===== config.mk =====
export PLATFORM = sky130hd
export DESIGN_NAME = timer_irq_scheduler
export DESIGN_NICKNAME = d
export VERILOG_FILES = /design/src/rtl/timer_irq_scheduler.sv
export SDC_FILE = /design/constraint.sdc
export NUM_CORES = 1
export LEC_CHECK = 0
export CORE_ASPECT_RATIO = 1.25
export CORE_MARGIN = 2
export CORE_UTILIZATION = 47
export CTS_BUF_LIST = sky130_fd_sc_hd__clkbuf_16
export CTS_CLUSTER_DIAMETER = 40
export DETAILED_ROUTE_END_ITERATION = 10
export GPL_TIMING_DRIVEN = 0
export PLACE_DENSITY_LB_ADDON = 0.25
export SYNTH_ARGS = -nofsm -noshare
export SYNTH_HDL_FRONTEND = slang
export SYNTH_SLANG_ARGS = --single-unit

===== constraint.sdc =====
create_clock -name HCLK -period 6.1 [get_ports HCLK]
set_input_delay 0.61 -clock HCLK [delete_from_list [all_inputs] [get_ports HCLK]]
set_output_delay 0.61 -clock HCLK [all_outputs]
set_load 0.005 [all_outputs]

===== src/rtl/timer_irq_scheduler.sv =====
`default_nettype none
// ============================================================================
// Module   : timer_irq_scheduler
// Brief    : Latches timer overflow/compare pulses as pending bits and hands
//            them one at a time, round-robin, to the event unit.
// Revision : 1.0
// ============================================================================
module timer_irq_scheduler #(
    parameter int TIMER_CNT = 2,
    parameter int ID_W      = ($clog2(2 * TIMER_CNT) < 1) ? 1 : $clog2(2 * TIMER_CNT),
    parameter int MISS_W    = 8
) (
    input  logic                     HCLK,
    input  logic                     HRESET,
    input  logic [2*TIMER_CNT-1:0]   irq_i,
    input  logic [2*TIMER_CNT-1:0]   mask_i,
    input  logic                     clr_pending_i,
    output logic                     evt_valid_o,
    output logic [ID_W-1:0]          evt_id_o,
    input  logic                     evt_ready_i,
    output logic [2*TIMER_CNT-1:0]   pending_o,
    output logic [MISS_W-1:0]        miss_cnt_o
);

    localparam int c_src_cnt = 2 * TIMER_CNT;
    localparam int c_pop_w   = $clog2(c_src_cnt + 1);
    localparam int c_sum_w   = ((MISS_W > c_pop_w) ? MISS_W : c_pop_w) + 1;
    localparam logic [MISS_W-1:0] c_miss_max = {MISS_W{1'b1}};

    typedef enum logic [0:0] {
        S_IDLE  = 1'b0,
        S_OFFER = 1'b1
    } state_t;

    state_t                 r_state;
    logic [c_src_cnt-1:0]   r_pending;
    logic                   r_valid;
    logic [ID_W-1:0]        r_id;
    logic [ID_W-1:0]        r_last;
    logic [MISS_W-1:0]      r_miss;

    logic [c_src_cnt-1:0]   w_set;
    logic [c_src_cnt-1:0]   w_elig;
    logic [c_src_cnt-1:0]   w_grant_vec;
    logic [c_src_cnt-1:0]   w_miss_vec;
    logic [c_src_cnt-1:0]   w_pending_nxt;
    logic                   w_found;
    logic                   w_do_grant;
    logic [ID_W-1:0]        w_win;
    logic [c_pop_w-1:0]     w_miss_pop;
    logic [c_sum_w-1:0]     w_miss_sum;
    logic [MISS_W-1:0]      w_miss_nxt;

    assign w_set  = irq_i & mask_i;
    assign w_elig = r_pending & mask_i;

    // Round-robin scan starting just after the last accepted source.
    always_comb begin
        logic [ID_W:0] w_idx;
        w_found = 1'b0;
        w_win   = '0;
        w_idx   = '0;
        for (int k = 1; k <= c_src_cnt; k++) begin
            w_idx = {1'b0, r_last} + (ID_W+1)'(k);
            if (w_idx >= (ID_W+1)'(c_src_cnt)) begin
                w_idx = w_idx - (ID_W+1)'(c_src_cnt);
            end
            if (!w_found && w_elig[w_idx[ID_W-1:0]]) begin
                w_found = 1'b1;
                w_win   = w_idx[ID_W-1:0];
            end
        end
    end

    assign w_do_grant = (r_state == S_IDLE) && w_found;

    always_comb begin
        w_grant_vec = '0;
        for (int i = 0; i < c_src_cnt; i++) begin
            w_grant_vec[i] = w_do_grant && (w_win == ID_W'(i));
        end
    end

    // A pulse landing on the bit being granted this cycle re-arms it, not a miss.
    assign w_miss_vec    = w_set & r_pending & ~w_grant_vec;
    assign w_pending_nxt = (clr_pending_i ? '0 : (r_pending & ~w_grant_vec)) | w_set;

    always_comb begin
        w_miss_pop = '0;
        for (int i = 0; i < c_src_cnt; i++) begin
            w_miss_pop = w_miss_pop + c_pop_w'(w_miss_vec[i]);
        end
    end

    assign w_miss_sum = c_sum_w'(r_miss) + c_sum_w'(w_miss_pop);
    assign w_miss_nxt = (w_miss_sum > c_sum_w'(c_miss_max)) ? c_miss_max
                                                            : w_miss_sum[MISS_W-1:0];

    always_ff @(posedge HCLK) begin
        if (HRESET) begin
            r_state   <= S_IDLE;
            r_pending <= '0;
            r_valid   <= 1'b0;
            r_id      <= '0;
            r_last    <= ID_W'(c_src_cnt - 1);
            r_miss    <= '0;
        end else begin
            r_pending <= w_pending_nxt;
            r_miss    <= w_miss_nxt;
            case (r_state)
                S_IDLE: begin
                    if (w_found) begin
                        r_valid <= 1'b1;
                        r_id    <= w_win;
                        r_state <= S_OFFER;
                    end
                end
                S_OFFER: begin
                    if (evt_ready_i) begin
                        r_valid <= 1'b0;
                        r_last  <= r_id;
                        r_state <= S_IDLE;
                    end
                end
                default: begin
                    r_valid <= 1'b0;
                    r_state <= S_IDLE;
                end
            endcase
        end
    end

    assign evt_valid_o = r_valid;
    assign evt_id_o    = r_id;
    assign pending_o   = r_pending;
    assign miss_cnt_o  = r_miss;

endmodule
`default_nettype wire

; ---- Word-level counts from Yosys, hierarchy flattened
; Cells that the tools add are included.
[word_totals]
out_inout_bits = 15
reg_bits = 18
in_bits = 12
[classes]
n_mux = 28
n_lt_le_gt_ge = 9
reduce_logical = 15
add_sub_neg = 12
bitwise = 8
eq_ne = 5
[ops]
columns = op, n
row1 = 4-bit bitwise AND, 5
row2 = 2-bit two-way mux, 8
row3 = "3-bit greater-or-equal comparator, second input constant", 4
row4 = "2-bit by 3-bit < comparator with 1-bit output, second input constant", 4
row5 = 1-bit two-way mux, 12
row6 = 8-bit by 3-bit adder with 9-bit output, 1
row7 = "9-bit by 8-bit greater-than comparator with 1-bit output, second input constant", 1
row8 = 1-bit binary-select mux with 2-bit select, 4
row9 = 1-bit logical AND, 8
row10 = 8-bit two-way mux, 1
row11 = "2-bit by 1-bit subtractor with 2-bit output, second input constant", 4
row12 = "2-bit by 2-bit adder with 3-bit output, second input constant", 2
row13 = 2-bit AND reduction, 3
row14 = "2-bit equality test, second input constant", 2
row15 = 4-bit two-way mux, 1
row16 = "2-bit != test, second input constant", 2
row17 = 4-bit NOT, 1
row18 = 4-bit bitwise OR, 1
row19 = 1-bit case mux with 2 select lines, 2
row20 = 2-bit by 1-bit adder with 3-bit output, 1
row21 = "2-bit by 1-bit adder with 3-bit output, second input constant", 1
row22 = "2-bit by 3-bit adder with 3-bit output, second input constant", 1
row23 = 3-bit by 1-bit adder with 3-bit output, 1
row24 = 1-bit logical NOT, 3
row25 = 4 further kinds, 4

; ---- Longest topological paths before layout
[logic_depth]
ltp_word = 25
ltp_mapped = 13
ltp_nobuf = 12

; ---- Worst setup path after synthesis
; OpenSTA, ideal clock, no wires.
[synth_timing]
path_kind = input -> register
start = input port mask_i[0]
end = register r_miss[0], in the netlist miss_cnt_o[0]
stages = 13
setup_ns = 0.071
slack_ns = 2.579
arrival_ns = 3.450
cell_sequence = buf_6 -> a32o_1 -> a32o_1 -> a21boi_0 -> a21o_1 -> fa_1 -> fa_1 -> inv_1 -> fa_1 -> and3_1 -> and3_1 -> nand3_1 -> a21oi_1
[synth_between]
elab_chain_cells = 23
[synth_lines]
columns = item, line_no
row1 = start: declaration, 16  ; input logic [2*TIMER_CNT-1:0] mask_i,
row2 = 4-bit bitwise AND, 55  ; assign w_elig = r_pending & mask_i;
row3 = 1-bit binary-select mux with 2-bit select, 68  ; if (!w_found && w_elig[w_idx[ID_W-1:0]]) begin
row4 = 1-bit two-way mux (implied by the code), 68
row5 = 1-bit two-way mux, 68
row6 = 1-bit logical NOT, 68
row7 = 1-bit logical AND, 68
row8 = 1-bit two-way mux, 68
row9 = 1-bit logical NOT, 68
row10 = [... 7 more ...], --
row11 = 4-bit NOT, 85  ; assign w_miss_vec = w_set & r_pending & ~w_grant_vec;
row12 = 4-bit bitwise AND (*), 85
row13 = 1-bit by 1-bit adder with 2-bit output, 91  ; w_miss_pop = w_miss_pop + c_pop_w'(w_miss_vec[i]);
row14 = 2-bit by 1-bit adder with 3-bit output, 91
row15 = 3-bit by 1-bit adder with 3-bit output (*), 91
row16 = 8-bit by 3-bit adder with 9-bit output (*), 95  ; assign w_miss_sum = c_sum_w'(r_miss) + c_sum_w'(w_miss_pop);
row17 = 9-bit by 8-bit greater-than comparator with 1-bit output, 96  ; assign w_miss_nxt = (w_miss_sum > c_sum_w'(c_miss_max)) ? c_miss_max
row18 = 8-bit two-way mux (*), 96
row19 = end signal: assignment, 109  ; r_miss <= w_miss_nxt;
row20 = end: declaration, 40  ; logic [MISS_W-1:0] r_miss;
; Every way passes the cells marked *; elsewhere a longest branch is shown, timed or not. The select of a mux whose other input is x is not followed.
; A chain may end at the register's enable or synchronous reset.

; ---- Worst setup path after layout
[layout_timing]
start = input port mask_i[2]
end = register r_miss[0], in the netlist miss_cnt_o[0]
; The elaborated chain is that of the path after synthesis.

==> summary.txt <==
Yosys
  – Synthesis warning total: 0
  – Cells after synthesis: 133
  – Compound-Gate Fraction of Synth Area: 27.53%
  – Mux cell area share after synthesis: 0.9217%
  – Largest family of logic cells by synthesized area: compound AO/OA/AOI/OAI gates
  – Synth Area in Adders: 6.682%
  – Ranking of synthesized cells by area: dfxtp_1, a21oi_1, fa_1, nand2_1, nor2_1
  – Post-Synth XOR/XNOR Area: 3.226%
  – Post-synthesis cell area: 1086 µm²
  – Syn nets: 149
  – Synth Register Bits: 18
  – Sequential-to-total area share from yosys stat: 33.18%
  – Syn_area_per_cell: 8.166 µm²
  – Number of enable flip-flop cells after synthesis: 0
  – Prevailing post-synth register cell: dfxtp_1
  – Asr flop ratio synth: 0%
  – Netlist cell types: 41
  – Synth top area share: 33.18%
  – Leading area contributor after synthesis: dfxtp_1
  – Simple-Gate Fraction of Synth Area: 22.00%

Pwr
  – Total power: 0.3257 mW
  – Leak: 0.5181 nW
  – VDD IR-drop max: 0.1345 mV
  – Pwr dens: 227.1 nW/µm²

Timing
  – Setup ws final: 2.135 ns
  – Crit share post-route: 65.00%
  – F_max: 252.2 MHz
  – Clock Skew: 0.001483 ns
  – Final Hold Viols: 0
  – Worst hold slack: 0.4869 ns
  – Final setup vio count: 0
  – Relative slew slack: 70.81%
  – Worst-margin pin slew: 0.4379 ns
  – Fin crit period: 3.965 ns
  – RSZ-0062 raised after global routing: no
  – Slew Limit Fails: 0
  – Setup TNS: 0 ns

Worst setup path
  – R2R Setup Slk: 2.37 ns
  – Slowest cell on crit path: clkdlybuf4s50_1
  – Crit path top cell by count: fa_1
  – Startpoint type of the worst setup path: input port
  – Critical setup path kind: input port to register
  – FF-to-FF End: miss_cnt_o[0]$_SDFF_PP0_
  – CP endpoint kind: register
  – Max FO, Critical Path: 6
  – Slowest stage delay, CP: 0.58 ns
  – R2r startpoint: r_last[0]$_SDFFE_PP1P_
  – Critical Path RT: 6.28 ns
  – Reg2Reg Depth: 13
  – Cell Chain, Critical Path: clkdlybuf4s50_1 -> a22oi_1 -> o21a_1 -> nor3_1 -> a21o_1 -> fa_1 -> fa_1 -> inv_1 -> fa_1 -> and3_1 -> and3_1 -> nand3_1 -> a21oi_1
  – Worst Path Arrival: 4.14 ns

Floorplanning
  – Initial Utilization: 49.66%
  – Die W: 47.00 µm
  – IO Pins: 27
  – Num rows: 19
  – Core ar.: 2187 µm²
  – Die H: 57.75 µm
  – Die area: 2714 µm²

Global route
  – GRT Residual Overflow: 0
  – First-pass GRT wire length: 4588 µm
  – Initial antenna violation count: 0
  – Overall Global Routing Usage: 22.89%
  – Vias in the first global route: 1046
  – Pin count of the biggest net entering global routing: 11

Finish
  – Multi-input logic area: 655.6 µm²
  – ANT cells: 0
  – Area growth syn-to-layout: 32.03%
  – FF+latch area: 360.3 µm²
  – Layout filler cell count: 200
  – Final net count: 177
  – Share of cells above drive strength 1: 5.625%

Placement
  – IO Port Bufs: 23
  – Placer Congestion: 0.8727
  – Post-DP HPWL: 1988 µm
  – Pre-CTS setup slack: 1.885 ns

Clocking
  – CTS tree: built
  – Clock Sinks: 18
  – Total CTS buffers: 3
  – Clock Latency Late Sink: 0.25 ns
  – Cts hold-fix bufs: 0
  – Post-CTS setup buffer count: 0
  – Clock slew at reported path FFs: 0.05 ns
  – H-tree levels: 1
  – Root Driver: clkbuf_16
  – Clock Path Buffers: 2
  – Post_cts resized: 0

Route
  – DR vias: 1090
  – First-pass iteration count of the detailed router: 6
  – Drt drc: 0
  – 1st-iter DRT viols: 64
  – Routed Antenna Nets: 0
  – Routed Wire Length: 2698 µm
  – Post-DR vias/cell: 5.707
  – Post-DR wirelength/cell: 14.13 µm

Worst hold path
  – Worst Hold Path EP: evt_valid_o$_SDFFE_PP0P_
  – Min-delay src: evt_valid_o$_SDFFE_PP0P_
  – Min-Delay Path Depth: 1
  – Hold Path Class: register to register

Job
  – Max cap viols: 0

Run status
  – Status: complete, no violations
## logic make-up after synthesis
group,count (synthesis)
simple gates,48
compound gates,44
flops,18
buf+inv,14
xor+xnor,4
fa+ha+maj,4
mux,1
## cell usage in the layout, fill, tap and decap left out, types with 3 or more instances in the layout
cell | Yosys | final
and3_1 | 4 | 4
inv_1 | 6 | 6
o21ai_0 | 4 | 4
nand3_1 | 5 | 5
fa_1 | 3 | 3
a21oi_1 | 15 | 15
dfxtp_1 | 18 | 18
clkbuf_16 | 0 | 3
nor4_1 | 4 | 4
clkdlybuf4s50_1 | 0 | 23
o21a_1 | 4 | 4
a21o_1 | 3 | 3
nand2_1 | 16 | 16
nor3_1 | 3 | 3
clkbuf_1 | 4 | 4
nor2_1 | 8 | 8
## final cells by class
class	count	share of cell area [%]
plain buffers	8	3.316
clock buffers	3	5.236
clock inverters	1	0.2618
inverters	6	1.571
multi-input cells	101	45.72
flip-flops and latches	18	25.13
well taps	31	2.705
repair buffers	23	16.06
## through the flow
stage / area (µm²) / utilization [%] / instances
floorplan: 1086 / - / 133
global placement: 1355 / 61.96 / 187
detailed placement: 1355 / 61.96 / 187
CTS: 1434 / 65.56 / 191
global route: 1434 / 65.56 / 191
finish: 1434 / 65.56 / 191
## synthesized netlist by cell type (all sizes together) (2+ instances only)
master / instances
a211o: 2
a21o: 3
a21oi: 15
a22oi: 2
a31oi: 2
a32o: 2
and2: 2
and3: 5
buf: 4
clkbuf: 4
dfxtp: 18
fa: 3
inv: 6
nand2: 16
nand3: 5
nor2: 8
nor3: 3
nor4: 4
o21a: 4
o21ai: 4
xnor2: 2
xor2: 2
## how the worst max path moves through the flow
| stage | startpoint | to | depth (start not counted) |
|---|---|---|---|
| floorplan | mask_i[0] | miss_cnt_o[0]$_SDFF_PP0_ | 13 |
| global placement | mask_i[3] | miss_cnt_o[0]$_SDFF_PP0_ | 13 |
| detailed placement | mask_i[3] | miss_cnt_o[0]$_SDFF_PP0_ | 13 |
| CTS | mask_i[3] | miss_cnt_o[0]$_SDFF_PP0_ | 13 |
| global route | mask_i[2] | miss_cnt_o[1]$_SDFF_PP0_ | 13 |
| finish | mask_i[2] | miss_cnt_o[0]$_SDFF_PP0_ | 13 |
## sequential cells by signal, summed over array words and instances, names as in the netlist
name and count:
evt_valid_o 1, miss_cnt_o 8, r_state 1, r_last 2
pending_o 4, evt_id_o 2
## report_power, final
part	total [mW]	leakage [nW]	internal [mW]	switching, mW
Combinational	0.0633	0.333	0.0312	0.0322
Clock	0.132	0.0385	0.0871	0.0449
Sequential	0.130	0.147	0.125	0.00564
Total	0.326	0.518	0.243	0.0827
## worst max-delay path: cells and delay by family
| family | cells | cell delay, ns |
|---|---|---|
| buffers and inverters | 2 | 0.66 |
| adders and majority gates | 3 | 1.14 |
| AOI/OAI and AO/OA | 4 | 0.72 |
| and+or+nand+nor | 4 | 1.01 |
## per-layer routing
| metal | track usage [%] | vias to the layer above | wire, µm |
|---|---|---|---|
| met5 | 0 | - | 0 |
| met4 | 7.937 | 0 | 32 |
| met3 | 3.427 | 4 | 144 |
| met2 | 39.92 | 36 | 1420 |
| met1 | 27.52 | 513 | 1099 |
| li1 | - | 537 | - |
No activity file was read; power rests on OpenSTA's default activity.
